==> src/rtl/fpu_pkg.sv <==
// ----------------------------------------------------------------------------
// fpu_pkg
// Shared definitions for the FPU issue controller:
//   - FPU_OP_*   three-bit opcodes of decoded XMM instructions
//   - FPU_SRC_*  two-bit select codes driven to both FPU operand muxes
//   - fpu_cmd_t  command record {op, xd, xs1, xs2, rs} at the default
//                XMM register address width
//   - fpu_dec_t / fpu_decode()  opcode -> {mul, src_a, src_b, reserved}
// ----------------------------------------------------------------------------
package fpu_pkg;

   localparam int FPU_XREG_AW = 3;

   // Opcodes; 6 and 7 are reserved and get dropped at the FIFO head
   localparam logic [2:0] FPU_OP_ADD = 3'd0;
   localparam logic [2:0] FPU_OP_SUB = 3'd1;
   localparam logic [2:0] FPU_OP_MUL = 3'd2;
   localparam logic [2:0] FPU_OP_MOV = 3'd3;
   localparam logic [2:0] FPU_OP_NEG = 3'd4;
   localparam logic [2:0] FPU_OP_LDG = 3'd5;

   // Operand mux select codes; bit 1 set means the XMM file is read
   localparam logic [1:0] FPU_SRC_GPR  = 2'b00;
   localparam logic [1:0] FPU_SRC_ONE  = 2'b01;
   localparam logic [1:0] FPU_SRC_XMM  = 2'b10;
   localparam logic [1:0] FPU_SRC_NXMM = 2'b11;

   typedef struct packed {
      logic [2:0]             op;
      logic [FPU_XREG_AW-1:0] xd;
      logic [FPU_XREG_AW-1:0] xs1;
      logic [FPU_XREG_AW-1:0] xs2;
      logic [4:0]             rs;
   } fpu_cmd_t;

   typedef struct packed {
      logic       mul;
      logic [1:0] src_a;
      logic [1:0] src_b;
      logic       rsvd;
   } fpu_dec_t;

   // MOV and NEG are built as multiply-by-one, LDG as GPR times one
   function automatic fpu_dec_t fpu_decode(input logic [2:0] op);
      fpu_dec_t d;
      d.mul   = 1'b0;
      d.src_a = FPU_SRC_XMM;
      d.src_b = FPU_SRC_XMM;
      d.rsvd  = 1'b0;
      case (op)
         FPU_OP_ADD: ;
         FPU_OP_SUB: d.src_b = FPU_SRC_NXMM;
         FPU_OP_MUL: d.mul = 1'b1;
         FPU_OP_MOV: begin
            d.mul   = 1'b1;
            d.src_b = FPU_SRC_ONE;
         end
         FPU_OP_NEG: begin
            d.mul   = 1'b1;
            d.src_a = FPU_SRC_NXMM;
            d.src_b = FPU_SRC_ONE;
         end
         FPU_OP_LDG: begin
            d.mul   = 1'b1;
            d.src_a = FPU_SRC_GPR;
            d.src_b = FPU_SRC_ONE;
         end
         default: d.rsvd = 1'b1;
      endcase
      return d;
   endfunction

endpackage

==> src/rtl/fpu_cmd_fifo.sv <==
// ----------------------------------------------------------------------------
// fpu_cmd_fifo
// Circular command buffer in front of the issue logic. DEPTH must be a
// power of two so the read/write pointers wrap naturally.
// Ports:
//   clk, reset         clock, synchronous active-high reset
//   i_push, i_din      write request and data (ignored while full)
//   i_pop              read request (ignored while empty)
//   o_dout             head entry
//   o_full, o_empty    occupancy flags from the registered count
//   o_count            number of stored entries
// ----------------------------------------------------------------------------
module fpu_cmd_fifo #(
   parameter int DEPTH = 4,
   parameter int WIDTH = 8
) (
   input  logic                       clk,
   input  logic                       reset,
   input  logic                       i_push,
   input  logic [WIDTH-1:0]           i_din,
   input  logic                       i_pop,
   output logic [WIDTH-1:0]           o_dout,
   output logic                       o_full,
   output logic                       o_empty,
   output logic [$clog2(DEPTH):0]     o_count
);

   localparam int AW = $clog2(DEPTH);
   localparam int CW = AW + 1;

   logic [WIDTH-1:0] r_mem [DEPTH];
   logic [AW-1:0]    r_wr;
   logic [AW-1:0]    r_rd;
   logic [CW-1:0]    r_count;
   logic             w_push;
   logic             w_pop;

   assign o_full  = (r_count == CW'(DEPTH));
   assign o_empty = (r_count == '0);
   assign o_count = r_count;
   assign o_dout  = r_mem[r_rd];
   assign w_push  = i_push && !o_full;
   assign w_pop   = i_pop && !o_empty;

   // Pointer and occupancy bookkeeping; a simultaneous push and pop
   // moves both pointers and leaves the count alone
   always_ff @(posedge clk) begin
      if (reset) begin
         r_wr    <= '0;
         r_rd    <= '0;
         r_count <= '0;
      end else begin
         if (w_push) r_wr <= r_wr + AW'(1);
         if (w_pop)  r_rd <= r_rd + AW'(1);
         if (w_push && !w_pop)
            r_count <= r_count + CW'(1);
         else if (!w_push && w_pop)
            r_count <= r_count - CW'(1);
      end
   end

   // Storage needs no reset; only entries below the count are ever read
   always_ff @(posedge clk) begin
      if (w_push) r_mem[r_wr] <= i_din;
   end

endmodule

==> src/rtl/fpu_issue_ctrl.sv <==
// ----------------------------------------------------------------------------
// fpu_issue_ctrl
// In-order scheduler between decoded XMM instructions and a fixed-latency
// FPU. Commands are buffered in fpu_cmd_fifo; the head issues only when a
// per-register scoreboard shows no RAW/WAW hazard. Issue outputs are
// registered, and a FPU_LAT-deep {valid,addr} pipe produces the writeback.
// Ports:
//   clk, reset                        clock, synchronous active-high reset
//   cmd_valid/cmd_ready               command handshake (ready = FIFO not full)
//   cmd_op, cmd_xd, cmd_xs1, cmd_xs2, cmd_rs   command fields
//   cmd_err                           one-cycle pulse: reserved opcode dropped
//   fpu_issue, fpu_mul, src_a, src_b  FPU operand strobe, operation, mux selects
//   xs_a_addr, xs_b_addr, rs_addr     register file read addresses
//   wb_valid, wb_addr                 result writeback strobe and XMM reg
//   busy                              queued, issuing or in-flight work
// Optional feature macro FPU_STATS_EN adds stat_issued and stat_stall
// (wrapping 32-bit counters of issues and of hazard-blocked cycles).
// ----------------------------------------------------------------------------
module fpu_issue_ctrl
   import fpu_pkg::*;
#(
   parameter int CMD_DEPTH = 4,
   parameter int FPU_LAT   = 4,
   parameter int XREG_AW   = 3
) (
   input  logic               clk,
   input  logic               reset,
   input  logic               cmd_valid,
   output logic               cmd_ready,
   input  logic [2:0]         cmd_op,
   input  logic [XREG_AW-1:0] cmd_xd,
   input  logic [XREG_AW-1:0] cmd_xs1,
   input  logic [XREG_AW-1:0] cmd_xs2,
   input  logic [4:0]         cmd_rs,
   output logic               cmd_err,
   output logic               fpu_issue,
   output logic               fpu_mul,
   output logic [1:0]         src_a,
   output logic [1:0]         src_b,
   output logic [XREG_AW-1:0] xs_a_addr,
   output logic [XREG_AW-1:0] xs_b_addr,
   output logic [4:0]         rs_addr,
   output logic               wb_valid,
   output logic [XREG_AW-1:0] wb_addr,
   output logic               busy
`ifdef FPU_STATS_EN
   ,
   output logic [31:0]        stat_issued,
   output logic [31:0]        stat_stall
`endif
);

   localparam int NREG  = 1 << XREG_AW;
   localparam int CMD_W = 8 + 3 * XREG_AW;
   localparam int CNT_W = $clog2(CMD_DEPTH) + 1;

   // FIFO interface
   logic [CMD_W-1:0]   w_push_data;
   logic [CMD_W-1:0]   w_head;
   logic               w_full;
   logic               w_empty;
   logic [CNT_W-1:0]   w_count;
   logic               w_push;
   logic               w_pop;

   // Head fields and decode
   logic [2:0]         w_head_op;
   logic [XREG_AW-1:0] w_head_xd;
   logic [XREG_AW-1:0] w_head_xs1;
   logic [XREG_AW-1:0] w_head_xs2;
   logic [4:0]         w_head_rs;
   fpu_dec_t           w_dec;

   // Hazard evaluation
   logic               w_xd_free;
   logic               w_xs1_free;
   logic               w_xs2_free;
   logic               w_head_ok;
   logic               w_pop_issue;
   logic               w_pop_drop;
   logic               w_stall;

   // State
   logic [NREG-1:0]    r_sb;
   logic               r_fpu_issue;
   logic               r_fpu_mul;
   logic [1:0]         r_src_a;
   logic [1:0]         r_src_b;
   logic [XREG_AW-1:0] r_xs_a;
   logic [XREG_AW-1:0] r_xs_b;
   logic [4:0]         r_rs;
   logic [XREG_AW-1:0] r_xd;
   logic               r_cmd_err;
   logic [FPU_LAT-1:0] r_pipe_v;
   logic [XREG_AW-1:0] r_pipe_a [FPU_LAT];

   assign w_push_data = {cmd_op, cmd_xd, cmd_xs1, cmd_xs2, cmd_rs};
   assign w_push      = cmd_valid && !w_full;
   assign cmd_ready   = !w_full;

   fpu_cmd_fifo #(
      .DEPTH (CMD_DEPTH),
      .WIDTH (CMD_W)
   ) u_fifo (
      .clk     (clk),
      .reset   (reset),
      .i_push  (w_push),
      .i_din   (w_push_data),
      .i_pop   (w_pop),
      .o_dout  (w_head),
      .o_full  (w_full),
      .o_empty (w_empty),
      .o_count (w_count)
   );

   assign w_head_op  = w_head[CMD_W-1 -: 3];
   assign w_head_xd  = w_head[5+3*XREG_AW-1 -: XREG_AW];
   assign w_head_xs1 = w_head[5+2*XREG_AW-1 -: XREG_AW];
   assign w_head_xs2 = w_head[5+XREG_AW-1 -: XREG_AW];
   assign w_head_rs  = w_head[4:0];
   assign w_dec      = fpu_decode(w_head_op);

   // A register is free when its scoreboard bit is clear or when its result
   // is being written back this very cycle. An operand only matters when
   // its mux actually reads the XMM file (select bit 1), so LDG ignores
   // xs1 and the multiply-by-one ops ignore xs2, while SUB still reads xs2.
   always_comb begin
      w_xd_free   = !r_sb[w_head_xd]  || (wb_valid && (wb_addr == w_head_xd));
      w_xs1_free  = !r_sb[w_head_xs1] || (wb_valid && (wb_addr == w_head_xs1));
      w_xs2_free  = !r_sb[w_head_xs2] || (wb_valid && (wb_addr == w_head_xs2));
      w_head_ok   = w_xd_free
                    && (!w_dec.src_a[1] || w_xs1_free)
                    && (!w_dec.src_b[1] || w_xs2_free);
      w_pop_issue = !w_empty && !w_dec.rsvd && w_head_ok;
      w_pop_drop  = !w_empty && w_dec.rsvd;
      w_stall     = !w_empty && !w_dec.rsvd && !w_head_ok;
   end

   assign w_pop = w_pop_issue || w_pop_drop;

   // Issue register stage. Selects and addresses only load on a real issue,
   // so they stay stable between issues; a reserved op pops without
   // touching them and just raises cmd_err for one cycle.
   always_ff @(posedge clk) begin
      if (reset) begin
         r_fpu_issue <= 1'b0;
         r_fpu_mul   <= 1'b0;
         r_src_a     <= '0;
         r_src_b     <= '0;
         r_xs_a      <= '0;
         r_xs_b      <= '0;
         r_rs        <= '0;
         r_xd        <= '0;
         r_cmd_err   <= 1'b0;
      end else begin
         r_fpu_issue <= w_pop_issue;
         r_cmd_err   <= w_pop_drop;
         if (w_pop_issue) begin
            r_fpu_mul <= w_dec.mul;
            r_src_a   <= w_dec.src_a;
            r_src_b   <= w_dec.src_b;
            r_xs_a    <= w_head_xs1;
            r_xs_b    <= w_head_xs2;
            r_rs      <= w_head_rs;
            r_xd      <= w_head_xd;
         end
      end
   end

   // Scoreboard: clear on writeback, then set on issue. The set is written
   // last so it wins when both hit the same register in one cycle.
   always_ff @(posedge clk) begin
      if (reset) begin
         r_sb <= '0;
      end else begin
         if (wb_valid)    r_sb[wb_addr]   <= 1'b0;
         if (w_pop_issue) r_sb[w_head_xd] <= 1'b1;
      end
   end

   // Latency pipe fed by the registered issue strobe, so the last stage
   // fires exactly FPU_LAT cycles after fpu_issue. Reset drops everything
   // in flight.
   always_ff @(posedge clk) begin
      if (reset) begin
         r_pipe_v <= '0;
         for (int i = 0; i < FPU_LAT; i++) r_pipe_a[i] <= '0;
      end else begin
         r_pipe_v[0] <= r_fpu_issue;
         r_pipe_a[0] <= r_xd;
         for (int i = 1; i < FPU_LAT; i++) begin
            r_pipe_v[i] <= r_pipe_v[i-1];
            r_pipe_a[i] <= r_pipe_a[i-1];
         end
      end
   end

   assign fpu_issue = r_fpu_issue;
   assign fpu_mul   = r_fpu_mul;
   assign src_a     = r_src_a;
   assign src_b     = r_src_b;
   assign xs_a_addr = r_xs_a;
   assign xs_b_addr = r_xs_b;
   assign rs_addr   = r_rs;
   assign cmd_err   = r_cmd_err;
   assign wb_valid  = r_pipe_v[FPU_LAT-1];
   assign wb_addr   = r_pipe_a[FPU_LAT-1];
   assign busy      = (w_count != '0) || r_fpu_issue || (|r_pipe_v);

`ifdef FPU_STATS_EN
   logic [31:0] r_stat_issued;
   logic [31:0] r_stat_stall;

   // Activity counters; both wrap naturally at 2**32
   always_ff @(posedge clk) begin
      if (reset) begin
         r_stat_issued <= '0;
         r_stat_stall  <= '0;
      end else begin
         if (r_fpu_issue) r_stat_issued <= r_stat_issued + 32'd1;
         if (w_stall)     r_stat_stall  <= r_stat_stall + 32'd1;
      end
   end

   assign stat_issued = r_stat_issued;
   assign stat_stall  = r_stat_stall;
`endif

endmodule

==> config.mk <==
export PLATFORM = sky130hd
export DESIGN_NAME = fpu_issue_ctrl
export DESIGN_NICKNAME = d
export VERILOG_FILES = /design/src/rtl/fpu_pkg.sv /design/src/rtl/fpu_cmd_fifo.sv /design/src/rtl/fpu_issue_ctrl.sv
export SDC_FILE = /design/constraint.sdc
export NUM_CORES = 1
export LEC_CHECK = 0
export BUFFER_PORTS_ARGS = -buffer_cell sky130_fd_sc_hd__buf_4
export CORE_UTILIZATION = 30
export CTS_BUF_LIST = sky130_fd_sc_hd__clkbuf_2
export CTS_CLUSTER_DIAMETER = 30
export DETAILED_ROUTE_END_ITERATION = 10
export SLEW_MARGIN = 5
export SYNTH_ARGS = -nofsm -noshare
export SYNTH_HDL_FRONTEND = slang
export SYNTH_SLANG_ARGS = --single-unit
==> constraint.sdc <==
create_clock -name clk -period 7.7 [get_ports clk]
set_input_delay 0.385 -clock clk [delete_from_list [all_inputs] [get_ports clk]]
set_output_delay 0.385 -clock clk [all_outputs]
set_load 0.02 [all_outputs]
==> out/results.ini, run 1 <==
[drt]
dr.pass1.iters = 4
vias = 2918
routed_wl_um = 9437
wl_per_cell_um = 14.88
postRouteAntennaNets = 0
via_per_inst = 4.603
drc = 0
drt_iter0_drc = 188

[timing]
setup_tns_ns = 0
fmax_mhz = 246.7
timing.final.crit_share_pct = 52.65
min_period_ns = 4.054
slew_headroom_pct = 30.71
hold_slack_ns = 0.2119
slew_viol_final = 0
tightest_slew_ns = 1.037
fin_skew_ns = 0.03582
setup_ws_ns = 3.646
setup_violations = 0
hold_viol_final = 0
rsz0062_at_grt = false

[global_route]
grt_util_met1_pct = 15.49
grt_overflow = 0
grt_max_degree = 54
antenna_found_initial = 0
busiest_layer = met2
grt_pass1_wl_um = 15160
grt_pass1_vias = 2949
grt_usage_pct = 12.45
use_met2_pct = 19.17
met3_usage_pct = 4.831

[floorplan]
initial_utilization_pct = 30.70
coreArea_um2 = 15830
die_y_um = 129.3
die_w_um = 129.3
dieArea_um2 = 16710
num_io_pins = 44
row_count = 46

[pwr]
p_comb_share_pct = 32.5
p_total_mw = 1.820
leakagePower_nw = 2.115
internal_power_mw = 1.201
seq_power_share_pct = 46.4
p_per_area_nw_per_um2 = 316.7
p_clk_share_pct = 21.1
max-vdd-ir-drop_v = 0.0001645
swShare_pct = 34.04
p_switching_uw = 619.6

[clocking]
cts-resized-gates = 0
clock_latency_ns = 0.66
clock_sinks = 122
cts_root_buffer = clkbuf_2
tritoncts = yes
path_clk_slew_ns = 0.17
numCtsBuffers = 17
cts.path.max_buffers = 2
cts.htree.levels = 4

[logic_synthesis]
async_reset_ff_share_pct = 0
syn_nets = 372
synth_area_leaders = edfxtp_1, dfxtp_1, mux4_2
synth_edf_count = 68
synth.distinct_cells = 38
synth_top_cell_by_area = edfxtp_1
synth_top_flop_cell = edfxtp_1
syn_inst = 346
ys_seq_area_share_pct = 64.28
ys_ff_latch = 122
synth_top_area_share_pct = 42.03
syn-cell-area_um2 = 4858
syn_area_per_cell_um2 = 14.04
yosys_warnings = 0

[job]
maxCapViolCount = 0

[critical_path]
start_kind = register
max_stage_delay_ns = 0.91
crit_top_cell = nand4_2
path_cells = mux4_2 > mux2_1 > or3_1 > nand4_2 > nand4_2 > or4_1 > a21oi_1
worstPathRequired_ns = 8.26
path_class = reg -> reg
cp.arrival_ns = 4.62
slowest_stage = dfxtp_1
crit_fanout = 31
path_buf_inv = 0
cp-end-kind = register
critPathTopFamily = simple AND/OR/NAND/NOR gates

[outcome]
outcome = finished clean

[place]
dp_hpwl_um = 6122
placed_cells = 585
pre_cts_ws_ns = 3.634
placed_area_um2 = 5349
gp_congestion = 0.7926
portBuffers = 43

[final_layout]
fillers = 1530
postLayoutCellArea_um2 = 5747
area_delta_synth_final_pct = 18.28
stdcell_count = 634
final_util_pct = 36.31
drive_above_1_share_pct = 22.97
antenna_cells = 0
layout.nets = 431

[hold_path]
hold_class = in -> reg

power by group through the flow:
stage	Combinational [mW]	Clock [mW]	Sequential [mW]
floorplan	0.419	0	0.872
global placement	0.572	0	0.858
detailed placement	0.589	0	0.861
CTS	0.597	0.400	0.846
global route	0.654	0.426	0.857
finish	0.591	0.384	0.845
worst register-to-register path, stage by stage (launching register included):
cell and delay, ns:
dfxtp_1 0.91, mux4_2 0.57, mux2_1 0.36, or3_1 0.33
nand4_2 0.13, nand4_2 0.81, or4_1 0.74, a21oi_1 0.14
routing by layer:
metal	part of all wire [%]	wire length [µm]
met5	0	0
met2	47	4397
met3	6.0	564
met1	47	4394
met4	0.85	80
layout by cell type, fill, tap and decap left out, types with 2 or more instances in the layout:
cell | Yosys | layout
a21oi_1 | 16 | 16
a22oi_1 | 3 | 3
and3_1 | 4 | 4
buf_4 | 3 | 44
bufinv_16 | 0 | 2
clkbuf_2 | 0 | 20
clkinv_2 | 0 | 4
clkinvlp_4 | 0 | 4
dfxtp_1 | 54 | 54
dlygate4sd3_1 | 0 | 17
edfxtp_1 | 68 | 68
ha_1 | 5 | 5
inv_1 | 5 | 5
mux2_1 | 2 | 2
mux2i_1 | 26 | 26
mux4_2 | 17 | 17
nand2_1 | 11 | 11
nand2b_1 | 4 | 4
nand3_1 | 2 | 2
nand4_1 | 5 | 5
nand4_2 | 2 | 2
nor2_1 | 30 | 30
nor2b_1 | 22 | 22
nor3_1 | 3 | 3
o21ai_0 | 9 | 9
o31ai_1 | 3 | 3
or3_1 | 9 | 9
or4_1 | 2 | 2
xnor2_1 | 11 | 11
xor2_1 | 2 | 2
sequential cells by signal, summed over array words and instances, names as in the netlist, named ones only:
register	flops
u_fifo.r_mem	68
r_pipe_a	12
r_sb	8
rs_addr	5
r_pipe_v	4
r_xd	3
u_fifo.o_count	3
xs_a_addr	3
xs_b_addr	3
src_a	2
src_b	2
u_fifo.r_rd	2
u_fifo.r_wr	2
cmd_err	1
fpu_issue	1
fpu_mul	1
final cells by class:
| type | count | area [µm²] | share of cell area (%) |
|---|---|---|---|
| sequential | 122 | 3123 | 54.34 |
| timing repair buffer | 61 | 500.5 | 8.709 |
| multi-input combinational | 198 | 1607 | 27.96 |
| clock inverter | 12 | 127.6 | 2.221 |
| tap | 216 | 270.3 | 4.703 |
| inverter | 5 | 18.77 | 0.3266 |
| clock buffer | 20 | 100.1 | 1.742 |
cell usage after synthesis (all sizes together), types with 2 or more instances:
cell type,count
or3,9
a22oi,3
nor3,3
ha,5
a21oi,16
mux2,2
nand4,7
mux2i,26
dfxtp,54
nand2b,4
clkbuf,12
o21ai,9
xnor2,11
xor2,2
nand3,2
mux4,17
buf,9
nor2,30
inv,5
nand2,11
nor2b,22
edfxtp,68
and3,4
o31ai,3
or4,2
repair_timing:
| action | CTS | global route |
|---|---|---|
| endpoints found under the hold margin | 68 | 0 |
| hold buffers | 17 | 0 |
| setup buffers | 0 | 0 |
cells by family after synthesis:
family / after synthesis / share of synthesized area, %
mux: 45 / 13.70
flops: 122 / 64.28
xor+xnor: 13 / 2.344
simple gates: 98 / 10.76
compound gates: 36 / 4.558
fa+ha+maj: 6 / 1.700
buf+inv: 26 / 2.653
path summary, 6_finish.rpt:
check | slack [ns] | from | endpoint | cells after the start
worst min-delay path | 0.21 | reset | fpu_mul | 2
worst max-delay path | 3.65 | register | r_sb[0] | 7
worst max register to register | 3.65 | register | r_sb[0] | 7
worst min register to register | 0.46 | r_pipe_a[2][1] | r_pipe_a[3][1] | 1
(Power assumes the default switching activity.)
==> run 2: changes to the inputs <==
Clock period 7.7 ns to 3.5 ns, I/O delays scaled along.
==> out/results.ini, run 2 (synthesis gave the netlist of run 1 again) <==
[place]
placed_cells = 594  ; was 585
dp_hpwl_um = 6472  ; was 6122 µm
gp_congestion = 0.7824  ; was 0.7926
portBuffers = 43  ; unchanged

[timing]
tightest_slew_ns = 0.9856  ; was 1.037 ns
slew_headroom_pct = 34.29  ; was 30.71%
hold_slack_ns = 0.2394  ; was 0.2119 ns
fin_skew_ns = 0.02983  ; was 0.03582 ns
timing.final.crit_share_pct = 93.43  ; was 52.65%
hold_viol_final = 0  ; unchanged
setup_tns_ns = 0  ; unchanged
setup_violations = 0  ; unchanged
min_period_ns = 3.270  ; was 4.054 ns
rsz0062_at_grt = false  ; unchanged
fmax_mhz = 305.8  ; was 246.7 MHz
slew_viol_final = 0  ; unchanged

[clocking]
numCtsBuffers = 17  ; unchanged
clock_latency_ns = 0.66  ; about the same
path_clk_slew_ns = 0.20  ; was 0.17 ns
cts_root_buffer = clkbuf_2  ; unchanged
cts.path.max_buffers = 2  ; unchanged
clock_sinks = 122  ; unchanged
tritoncts = yes  ; unchanged
cts-resized-gates = 0  ; unchanged
cts.htree.levels = 4  ; unchanged

[floorplan]
die_w_um = 129.3  ; unchanged
coreArea_um2 = 15830  ; unchanged
num_io_pins = 44  ; unchanged
dieArea_um2 = 16710  ; unchanged
row_count = 46  ; unchanged
die_y_um = 129.3  ; unchanged
initial_utilization_pct = 30.70  ; unchanged

[critical_path]
r2r_end = u_fifo.o_count[2]  ; was r_sb[0]
path_class = reg -> reg  ; unchanged
cp-end-kind = register  ; unchanged
r2r_cells = 12  ; was 7
ff2ff_setup_slack_ns = 0.23  ; was 3.65 ns
cp.arrival_ns = 3.87  ; was 4.62 ns
crit_fanout = 9  ; was 31
worstPathRequired_ns = 4.10  ; was 8.26 ns
start_kind = register  ; unchanged

[final_layout]
final_cell_mix = edfxtp_1, dfxtp_1, buf_4  ; unchanged
drive_above_1_share_pct = 23.95  ; was 22.97%
antenna_cells = 0  ; unchanged
multi_input_area_um2 = 1607  ; unchanged
final_common_cell = edfxtp_1  ; unchanged
area_delta_synth_final_pct = 21.38  ; was 18.28%
seqCellArea_um2 = 3123  ; unchanged
stdcell_count = 646  ; was 634
layout.nets = 443  ; was 431
fillers = 1510  ; was 1530
final_util_pct = 37.26  ; was 36.31%
regMostFlops = u_fifo.r_mem  ; unchanged
largest_reg_flops = 68  ; unchanged
top_regs = u_fifo.r_mem (68), r_pipe_a (12), r_sb (8)  ; unchanged

[drt]
routed_wl_um = 9848  ; was 9437 µm
via_per_inst = 4.630  ; was 4.603
drt_iter0_drc = 187  ; was 188
drc = 0  ; unchanged
vias = 2991  ; was 2918
postRouteAntennaNets = 0  ; unchanged
wl_per_cell_um = 15.24  ; was 14.88 µm
dr.pass1.iters = 4  ; unchanged

[pwr]
max-vdd-ir-drop_v = 0.0004413  ; was 0.0001645 V
leakagePower_nw = 2.185  ; was 2.115 nW
p_comb_share_pct = 33.7  ; was 32.5%
swShare_pct = 33.82  ; was 34.04%
p_switching_mw = 1.421  ; was 619.6 µW
p_clk_share_pct = 22.5  ; was 21.1%
p_per_area_nw_per_um2 = 712.4  ; was 316.7 nW/µm²
internal_power_mw = 2.780  ; was 1.201 mW
seq_power_share_pct = 43.8  ; was 46.4%

[outcome]
outcome = finished clean  ; unchanged

[global_route]
grt_usage_pct = 12.87  ; was 12.45%
grt_max_degree = 54  ; unchanged
antenna_found_initial = 0  ; unchanged
grt_overflow = 0  ; unchanged
grt_pass1_wl_um = 15750  ; was 15160 µm
grt_pass1_vias = 3056  ; was 2949

[hold_path]
worstHoldStart = cmd_op[0]  ; was reset
hold_depth = 2  ; unchanged
hold_class = in -> reg  ; unchanged
hold_path_end = u_fifo.r_mem[3][14]  ; was fpu_mul

[job]
maxCapViolCount = 0  ; unchanged

## run 2: cell types whose count changed in the layout (fill, tap and decap cells not counted), sizes merged
cell,delta
clkinv,+1
clkbuf,-3
bufinv,+1
clkinvlp,-1
buf,+10
inv,+2
dlygate4sd3,+2
## run 2: metal layers
layer	up-vias	part of all wire [%]	global-route usage, %
li1	1416	-	-
met1	1479	47	16.33
met2	84	47	20.78
met3	12	5.1	4.088
met4	0	1.2	4.291
met5	-	0	0
## run 2: metrics by stage
step	power [mW]	instance area, µm²	worst slack, ns
2_1_floorplan	2.839	4858	0.2369
3_3_place_gp	3.234	5441	0.2794
3_5_place_dp	3.275	5441	0.2188
4_1_cts	4.233	5889	0.1975
5_1_grt	4.454	5897	0.02790
6_report	4.201	5897	0.2301
## run 2: timing repair
| item | 4_1_cts | 5_1_grt |
|---|---|---|
| hold buffers | 19 | 0 |
| hold endpoints to repair | 115 | 0 |
| setup endpoints to repair | 0 | 1 |
| setup buffers | 0 | 1 |
## run 2: layout make-up
class / count / share of cell area, %
sequential: 122 / 52.96
multi-input combinational: 198 / 27.24
timing repair buffer: 73 / 10.52
tap: 216 / 4.583
clock inverter: 15 / 2.928
clock buffer: 17 / 1.443
inverter: 5 / 0.3183
## run 2: how the worst max path moves through the flow
stage | startpoint | end | slack, ns | depth (start not counted)
after floorplan | register | u_fifo.o_count[2] | 0.24 | 13
after global placement | register | u_fifo.o_count[2] | 0.28 | 12
after detailed placement | register | u_fifo.o_count[2] | 0.22 | 12
after CTS | register | u_fifo.o_count[2] | 0.20 | 12
after global routing | register | u_fifo.o_count[2] | 0.03 | 12
final | register | u_fifo.o_count[2] | 0.23 | 12
## run 2: power groups by stage
| stage | Clock (mW) | Sequential (mW) | Combinational, mW |
|---|---|---|---|
| CTS | 0.967 | 1.84 | 1.42 |
| global placement | 0 | 1.87 | 1.37 |
| detailed placement | 0 | 1.87 | 1.40 |
| global route | 1.03 | 1.86 | 1.56 |
| floorplan | 0 | 1.92 | 0.921 |
| finish | 0.945 | 1.84 | 1.42 |
## run 2: critical path, stage by stage, from the launching register on
cell     delay (ns)
dfxtp_1        0.41
buf_12         0.16
mux4_2         0.61
nor2b_1        0.17
a22oi_1        0.25
nand4_1        0.19
a41oi_2        0.20
ha_1           0.21
inv_1          0.06
fa_1           0.37
xor2_1         0.15
or3_1          0.30
a21oi_1        0.13
